[src/rtl/pipeline_hazard_ctrl.sv]
// pipeline_hazard_ctrl: stall/flush/redirect sequencer for the 5-stage core.
// Optional perf counters when PIPE_PERF_CNT_EN is defined.
module pipeline_hazard_ctrl #(
  parameter int FLUSH_CYCLES = 2,
  parameter int CNT_W = 32
) (
  input  logic              clk,
  input  logic              rst,
  input  logic [4:0]        id_rs1_addr,
  input  logic [4:0]        id_rs2_addr,
  input  logic              id_rs1_used,
  input  logic              id_rs2_used,
  input  logic              ex_rf_wen,
  input  logic [4:0]        ex_wb_addr,
  input  logic              ex_is_load,
  input  logic              br_flg,
  input  logic              jmp_flg,
  input  logic [31:0]       br_target,
  input  logic              mem_busy,
  output logic              stall_if,
  output logic              stall_id,
  output logic              stall_ex,
  output logic              flush_id,
  output logic              flush_ex,
  output logic              redirect_valid,
  output logic [31:0]       redirect_pc
`ifdef PIPE_PERF_CNT_EN
  ,
  output logic [CNT_W-1:0]  stall_cycles,
  output logic [CNT_W-1:0]  flush_events,
  output logic [CNT_W-1:0]  loaduse_events
`endif
);
  typedef enum logic [1:0] {RUN = 2'd0, MEMW = 2'd1, FLUSH = 2'd2} state_t;
  localparam logic [3:0] FC_M1 = 4'(FLUSH_CYCLES - 1);
  state_t state, state_nx;
  logic [3:0] cnt, cnt_nx;
  logic redir, lu, lu_act;
  assign redir = br_flg | jmp_flg;
  assign lu = ex_is_load & ex_rf_wen & (ex_wb_addr != 5'd0) &
              ((id_rs1_used & (id_rs1_addr == ex_wb_addr)) |
               (id_rs2_used & (id_rs2_addr == ex_wb_addr)));
  assign lu_act = !rst && state == RUN && !mem_busy && !redir && lu;
  always_ff @(posedge clk or posedge rst)
    if (rst) begin
      state <= RUN;
      cnt <= '0;
    end else begin
      state <= state_nx;
      cnt <= cnt_nx;
    end
  always_comb begin
    state_nx = RUN;
    cnt_nx = cnt;
    case (state)
      RUN:
        if (mem_busy) state_nx = MEMW;
        else if (redir && FLUSH_CYCLES > 1) begin
          state_nx = FLUSH;
          cnt_nx = FC_M1;
        end
      MEMW: state_nx = mem_busy ? MEMW : RUN;
      FLUSH:
        if (mem_busy) state_nx = FLUSH;
        else begin
          cnt_nx = (cnt == 4'd0) ? cnt : cnt - 4'd1;
          state_nx = (cnt <= 4'd1) ? RUN : FLUSH;
        end
      default: state_nx = RUN;
    endcase
  end
  always_comb begin
    stall_if = 1'b0;
    stall_id = 1'b0;
    stall_ex = 1'b0;
    flush_id = 1'b0;
    flush_ex = 1'b0;
    redirect_valid = 1'b0;
    redirect_pc = rst ? 32'd0 : br_target;
    if (rst) begin
      flush_id = 1'b1;
      flush_ex = 1'b1;
    end else
      case (state)
        RUN:
          if (mem_busy) {stall_if, stall_id, stall_ex} = 3'b111;
          else if (redir) {redirect_valid, flush_id, flush_ex} = 3'b111;
          else if (lu) {stall_if, stall_id, flush_ex} = 3'b111;
        MEMW: {stall_if, stall_id, stall_ex} = {3{mem_busy}};
        FLUSH: begin
          flush_id = 1'b1;
          flush_ex = 1'b1;
          stall_if = mem_busy;
        end
        default: ;
      endcase
  end
`ifdef PIPE_PERF_CNT_EN
  always_ff @(posedge clk or posedge rst)
    if (rst) begin
      stall_cycles <= '0;
      flush_events <= '0;
      loaduse_events <= '0;
    end else begin
      if (stall_ex && ~&stall_cycles) stall_cycles <= stall_cycles + CNT_W'(1);
      if (redirect_valid && ~&flush_events) flush_events <= flush_events + CNT_W'(1);
      if (lu_act && ~&loaduse_events) loaduse_events <= loaduse_events + CNT_W'(1);
    end
`endif
endmodule
[config.mk]
export PLATFORM = sky130hd
export DESIGN_NAME = pipeline_hazard_ctrl
export DESIGN_NICKNAME = d
export VERILOG_FILES = /design/src/rtl/pipeline_hazard_ctrl.sv
export SDC_FILE = /design/constraint.sdc
export NUM_CORES = 1
export LEC_CHECK = 0
export CAP_MARGIN = 10
export CORE_MARGIN = 2
export CORE_UTILIZATION = 25
export DETAILED_ROUTE_END_ITERATION = 6
export PLACE_DENSITY = 0.83
export SLEW_MARGIN = 20
export SYNTH_ARGS = -nofsm -noshare
export SYNTH_HDL_FRONTEND = slang
export SYNTH_SLANG_ARGS = --single-unit
[constraint.sdc]
create_clock -name clk -period 2.51 [get_ports clk]
set_clock_uncertainty 0.2 [all_clocks]
set_input_delay 0.753 -clock clk [delete_from_list [all_inputs] [get_ports clk]]
set_output_delay 0.753 -clock clk [all_outputs]
set_load 0.02 [all_outputs]
==> results of run 1 <==
what timing repair did:
action,4_1_cts,5_1_grt
pin swaps,20,11
endpoints found under the hold margin,0,0
cloned,0,0
setup buffers,4,3
endpoints found under the setup margin,38,9
gates resized for setup,227,22
flip-flops by register name, indices dropped and copies added, names as in the netlist:
register  cells
state         2
cnt           4
cell usage after synthesis (all sizes together), types with 2 or more instances:
library cell	number
nor2b	32
xor2	8
ha	7
dfrtp	6
inv	6
nor2	6
clkbuf	5
o21ai	5
mux2i	3
nand3	3
o21bai	3
nand2b	2
nor4	2
o22ai	2
or2	2
xnor2	2
metal layers:
metal | share of wire | global-route usage
met2 | 0.55 | 0.3084
met4 | 0.0093 | 0.05556
met5 | 0 | 0
met3 | 0.053 | 0.01630
met1 | 0.39 | 0.1695
where the power goes:
| part | internal (uW) | total [uW] | switching, uW |
|---|---|---|---|
| Combinational | 391 | 726 | 335 |
| Sequential | 132 | 164 | 31.9 |
| Clock | 53.6 | 80.9 | 27.4 |
| Total | 577 | 971 | 394 |
final timing paths:
check                                      to  slack, ps  depth (start not counted)
max                                  stall_id       -430                          6
min                        cnt[3]$_DFFE_PP0P_        390                          2
min in group asynchronous  state[0]$_DFF_PP0_        710                          4
max in group asynchronous  cnt[1]$_DFFE_PP0P_       1290                          4
min reg2reg                cnt[3]$_DFFE_PP0P_        390                          2
max reg2reg                cnt[2]$_DFFE_PP0P_        610                          9
final cells by class:
cell class,instances,share of cell area
well taps,46,0.02954
flip-flops and latches,6,0.07707
inverters,6,0.01156
repair buffers,112,0.4695
multi-input cells,91,0.4008
clock buffers,3,0.01156
cell families (layout without fill, tap and decap cells):
group	after synthesis	in the layout
xor gates and xnor gates	10	10
and+or+nand+nor	55	55
DFF	6	6
AOI/OAI and AO/OA	16	16
buffers and inverters	12	121
muxes	3	3
adders and majority gates	7	7
worst reg2reg max path: cells and delay by family (launching register included):
family          cells  cell delay [ps]
fa+ha+maj           1              160
buf+inv             4              450
flops               1              410
mux                 1              100
compound gates      1              140
simple gates        2              310
metrics by stage:
stage / utilization / instance area (um^2) / power (uW) / hold WS [ps]
finish: 0.5931 / 1948 / 971.2 / 389.8
global route: 0.5931 / 1948 / 1043 / 435.7
CTS: 0.5779 / 1898 / 924.1 / 392.5
detailed placement: 0.5909 / 1941 / 782.7 / 388.1
global placement: 0.5909 / 1941 / 772.3 / 381.6
floorplan: - / 879.6 / 475.5 / 349.6
==> metrics.md, run 1 <==
| Metric | Value |
|---|---|
| Row count | 21 |
| Largest net degree at the start of global routing | 37 |
| Max rail drop VDD | 0.1706 mV |
| Post-synthesis xor/xnor area fraction | 0.1037 |
| Clock sink count | 6 |
| Drt pass-1 iters | 4 |
| CTS Buf Count | 3 |
| First-pass GRT wire length | roughly 4.9 mm |
| Slew HR | 0.7519 |
| Final hold viol count | 0 |
| Netlist cell types | 33 |
| I/O Pins | 94 |
| Die area | 0.003859 mm^2 |
| Crit path launch type | primary input |
| DRC violations left | 0 |
| Cell Count, Final, Fillers Out | 264 |
| # diodes | 0 |
| Post-Syn Instances | between 100 and 150 |
| Multi-input combinational cell area | slightly below 800 um^2 |
| CTS tree | built |
| Via Count | 1141 |
| Dpl hpwl | ~2.4 mm |
| Routed WL | 3.131 mm |
| Area of the mapped netlist | 844.6 um^2 |
| Clock root buffer | clkbuf_4 |
| Crit path cell chain | buf_8, or4_4, o2111ai_4, nand3b_1, o22ai_2, buf_6 |
| Final Worst Setup Slack | -429.2 ps |
| H-tree Lvls | 1 |
| Post-synthesis sequential area ratio | 0.1778 |
| Reg clk slew, reported paths | approximately 40 ps |
| Vias/cell | approximately 4.3 |
| Seq cells post-synth | 6 |
| Slew @ Worst Pin | 368.3 ps |
| RD Place Congestion | 0.7336 |
| Largest family of logic cells by synthesized area | simple AND/OR/NAND/NOR gates |
| Crit share post-route | 1.171 |
| Leakage | 0.0009325 uW |
| Filler cells | 303 |
| Multiplexer share of the synthesized area | 0.03556 |
| Setup TNS | -1357 ps |
| Area leader, netlist | nor2b_1 |
| Max-cap violations | 0 |
| Final setup fails | 5 |
| Delay-heaviest family, CP | simple AND/OR/NAND/NOR gates |
| Worst skew pair latency | 230 ps |
| Post-synthesis simple-gate area fraction | 0.3896 |
| Grt total ovfl | 0 |
| Initial DRC count | 17 |
| Top cell type's share of synthesized area | 0.2370 |
| Count of input and output buffers | 93 |
| Nets | between 200 and 300 |
| Setup crit end kind | output port |
| FFs w/ async S/R, synth | 1.000 |
| Die Wd | 62.12 um |
| Critical path origin | ex_wb_addr[1] |
| Antenna-violating nets left | 0 |
| Worst Path Required | 1560 ps |
| RSZ-0062 raised after global routing | true |
| Max clock buf depth | 2 |
| Total global routing track utilization | 0.1559 |
| Worst r2r src | state[1]$_DFF_PP0_ |
| WL/cell | 11.86 um |
| Most frequent cells in the layout | 34 x clkdlybuf4s50_1, 33 x buf_2, 32 x nor2b_1 |
| Pwr dens | around 500 mW/mm^2 |
| Worst Path Arrival | 1990 ps |
| Die Span Y | 62.12 um |
| Layout area overhead | 130.7% |
| Vias in the first global route | 1119 |
| Initial Utilization | 0.2571 |
| Pre-CTS WS | -1285 ps |
| Core ar. | 0.003284 mm^2 |
| Top area cells in the synthesized netlist | nor2b_1 24%, dfrtp_1 18%, ha_1 10% |
| Avg Inst Size Synth | 7.748 um^2 |
| Fmax | 0.3402 GHz |
| Layout cells sized above 1 | 0.4220 |
| Status | finished, violations left |
| Max Slew Vio Count | 0 |
| Slowest stage delay, CP | 540 ps |
| HP Class | flop to flop |
| Kind of critical path | primary input to output port |
| Placed cells | 255 |
| WP buf/inv | 2 |
| Synthesized-area fraction occupied by adder cells | 0.1037 |
| Synth Area in Compound Gates | 0.1333 |
| Violated checks | negative setup slack |
| Ys flop type | dfrtp_1 |
| CTS Hold Buffers Added | 0 |
| Crit path max-delay cell type | or4_4 |
| Commonest non-fill, non-tap cell in the layout | clkdlybuf4s50_1 |
| EDFF count, synth | 0 |
| Post-synth net total | 172 |
| Period minus WS final | between 2000 and 3000 ps |
| Worst hold start | cnt[3]$_DFFE_PP0P_ |
| Synth warn | 0 |
| Register Area | 150.1 um^2 |
| Antenna violations before repair | 0 |
| Critical Path Fanout Max | 3 |
Power figures use the tool's default switching activity.
==> run 2: changes to the inputs <==
- CTS_CLUSTER_DIAMETER: unset -> 80
==> results of run 2 <==
The final DEF is identical to that of run 1; final timing and power are the same.
==> run 3: changes to the inputs <==
- CORE_UTILIZATION: 25 -> 30
- CTS_CLUSTER_SIZE: unset -> 8
- PLACE_DENSITY: 0.83 -> 0.92
- clock period: 2.51 -> 3.75 ns (I/O delays scaled with it)
==> run 3 against run 2 <==
Effect of this change: final area shrank 5.6%; count of clock-buffer cells in the layout is the same; cell count is 9.1% lower; power fell by 45%; critical path depth did not move; the flow now finishes without violations; critical endpoint is now flush_ex; hold slack better by 24 ps.
==> metrics.md, run 3 (synthesis results as in run 1) <==
| Metric | Value |
|---|---|
| CTS tree | built |
| Final hold slack | 413.5 ps |
| Max Slew Vio Count | 0 |
| Core ar. | 0.002710 mm^2 |
| Drt pass-1 iters | 4 |
| Clock sink count | 6 |
| Grt total ovfl | 0 |
| Critical Path Fanout Max | 3 |
| Crit share post-route | 0.9877 |
| HP Class | flop to flop |
| Initial Utilization | 0.3116 |
| WL/cell | 14.08 um |
| Nets | 274 |
| Die Span Y | between 50 and 60 um |
| Fmax | about 0.27 GHz |
| Crit path launch type | primary input |
| Max rail drop VDD | 0.1991 mV |
| Worst skew pair latency | 250 ps |
| Largest net degree at the start of global routing | 37 |
| Antenna-violating nets left | 0 |
| Worst Path Required | 2420 ps |
| Layout area overhead | 117.8% |
| Final setup fails | 0 |
| Slew HR | 0.6892 |
| Status | completed |
| Setup crit end kind | output port |
| Pwr dens | 289.5 mW/mm^2 |
| First-pass GRT wire length | 5.313 mm |
| Die area | 0.003256 mm^2 |
| Reg clk slew, reported paths | approximately 40 ps |
| Max-cap violations | 0 |
| Leakage | around 0.00091 uW |
| Biggest registers after layout | cnt x4, state x2 |
| Via Count | 1140 |
| Vias/cell | 4.750 |
| Total global routing track utilization | 0.2110 |
| Max FFs per register | 4 |
| RSZ-0062 raised after global routing | false |
| Clock root buffer | clkbuf_4 |
| # diodes | 0 |
| Filler cells | between 200 and 250 |
| Row count | 19 |
| Worst R2R Setup Slack | 1710 ps |
| Most frequent cells in the layout | 41 x dlygate4sd2_1, 39 x clkdlybuf4s50_1, 32 x nor2b_1 |
| Power Total | 532.6 uW |
| Placed cells | 237 |
| Kind of critical path | primary input to output port |
| Cell Count, Final, Fillers Out | 240 |
| RD Place Congestion | 0.8569 |
| Vias in the first global route | 1222 |
| Antenna violations before repair | 0 |
| Die Wd | 57.06 um |
| Routed WL | 3.379 mm |
| R2R cell count | 6 |
| Max clock buf depth | 2 |
| Layout cells sized above 1 | 0.1292 |
| Dpl hpwl | 2.923 mm |
| Commonest non-fill, non-tap cell in the layout | dlygate4sd2_1 |
| Worst Path Arrival | between 2000 and 2500 ps |
| Slew @ Worst Pin | 461.3 ps |
| Period minus WS final | about 3700 ps |
| DRC violations left | 0 |
| Number of setup buffers added after CTS | 0 |
| Most flops, register | cnt |
| H-tree Lvls | 1 |
| CTS Buf Count | 3 |
| I/O Pins | 94 |
| Hold path cells | 2 |
| Initial DRC count | 14 |
| Final hold viol count | 0 |
| Count of input and output buffers | 93 |
run 3: worst paths after layout:
check / startpoint / endpoint
worst max-delay path: id_rs2_addr[3] / flush_ex
worst min-delay path: cnt[1]$_DFFE_PP0P_ / cnt[1]$_DFFE_PP0P_
worst max register to register: state[0]$_DFF_PP0_ / cnt[0]$_DFFE_PP0P_
worst min register to register: cnt[1]$_DFFE_PP0P_ / cnt[1]$_DFFE_PP0P_
max in group asynchronous: rst / cnt[1]$_DFFE_PP0P_
min in group asynchronous: rst / state[0]$_DFF_PP0_
run 3: stage by stage:
step	utilization	worst slack (ps)	instance area, um^2	setup TNS (ps)
6_report	0.6787	46.31	1839	0
4_1_cts	0.6768	-2.141	1834	-2.141
3_5_place_dp	0.6879	-715.6	1864	-7548
5_1_grt	0.6787	0.06462	1839	0
3_3_place_gp	0.6879	-690.2	1864	-6878
2_1_floorplan	-	282.4	844.6	0
run 3: repair_timing:
item | in CTS | in global routing
endpoints found under the setup margin | 38 | 6
resized for setup | 82 | 8
hold buffers | 0 | 0
pin swaps | 8 | 6
endpoints found under the hold margin | 0 | 0
run 3: where the power goes:
group | total (uW) | internal [uW] | switching (uW)
logic | 362 | 174 | 188
clock network | 60.9 | 36.3 | 24.6
registers | 110 | 88.2 | 21.9
total | 533 | 298 | 234
run 3: area by class of cell:
type                            instances  area (um^2)  area share
Multi-Input combinational cell         91        669.4      0.3639
Sequential cell                         6        150.1     0.08163
Inverter                                6        22.52     0.01224
Tap cell                               31        38.79     0.02109
Timing Repair Buffer                  103        935.9      0.5088
Clock buffer                            3        22.52     0.01224
run 3: routing by layer:
layer / routed length (um) / global-route usage
met5: 0 / 0
met4: 71 / 0.06977
met3: 315 / 0.06803
met2: 1945 / 0.4466
met1: 1046 / 0.1765
run 3: worst max-delay path, cell delays in order:
cell and delay (ps):
clkdlybuf4s50_1 410, xnor2_1 120, and2_0 160, a32oi_1 270
o21bai_1 120, buf_4 170
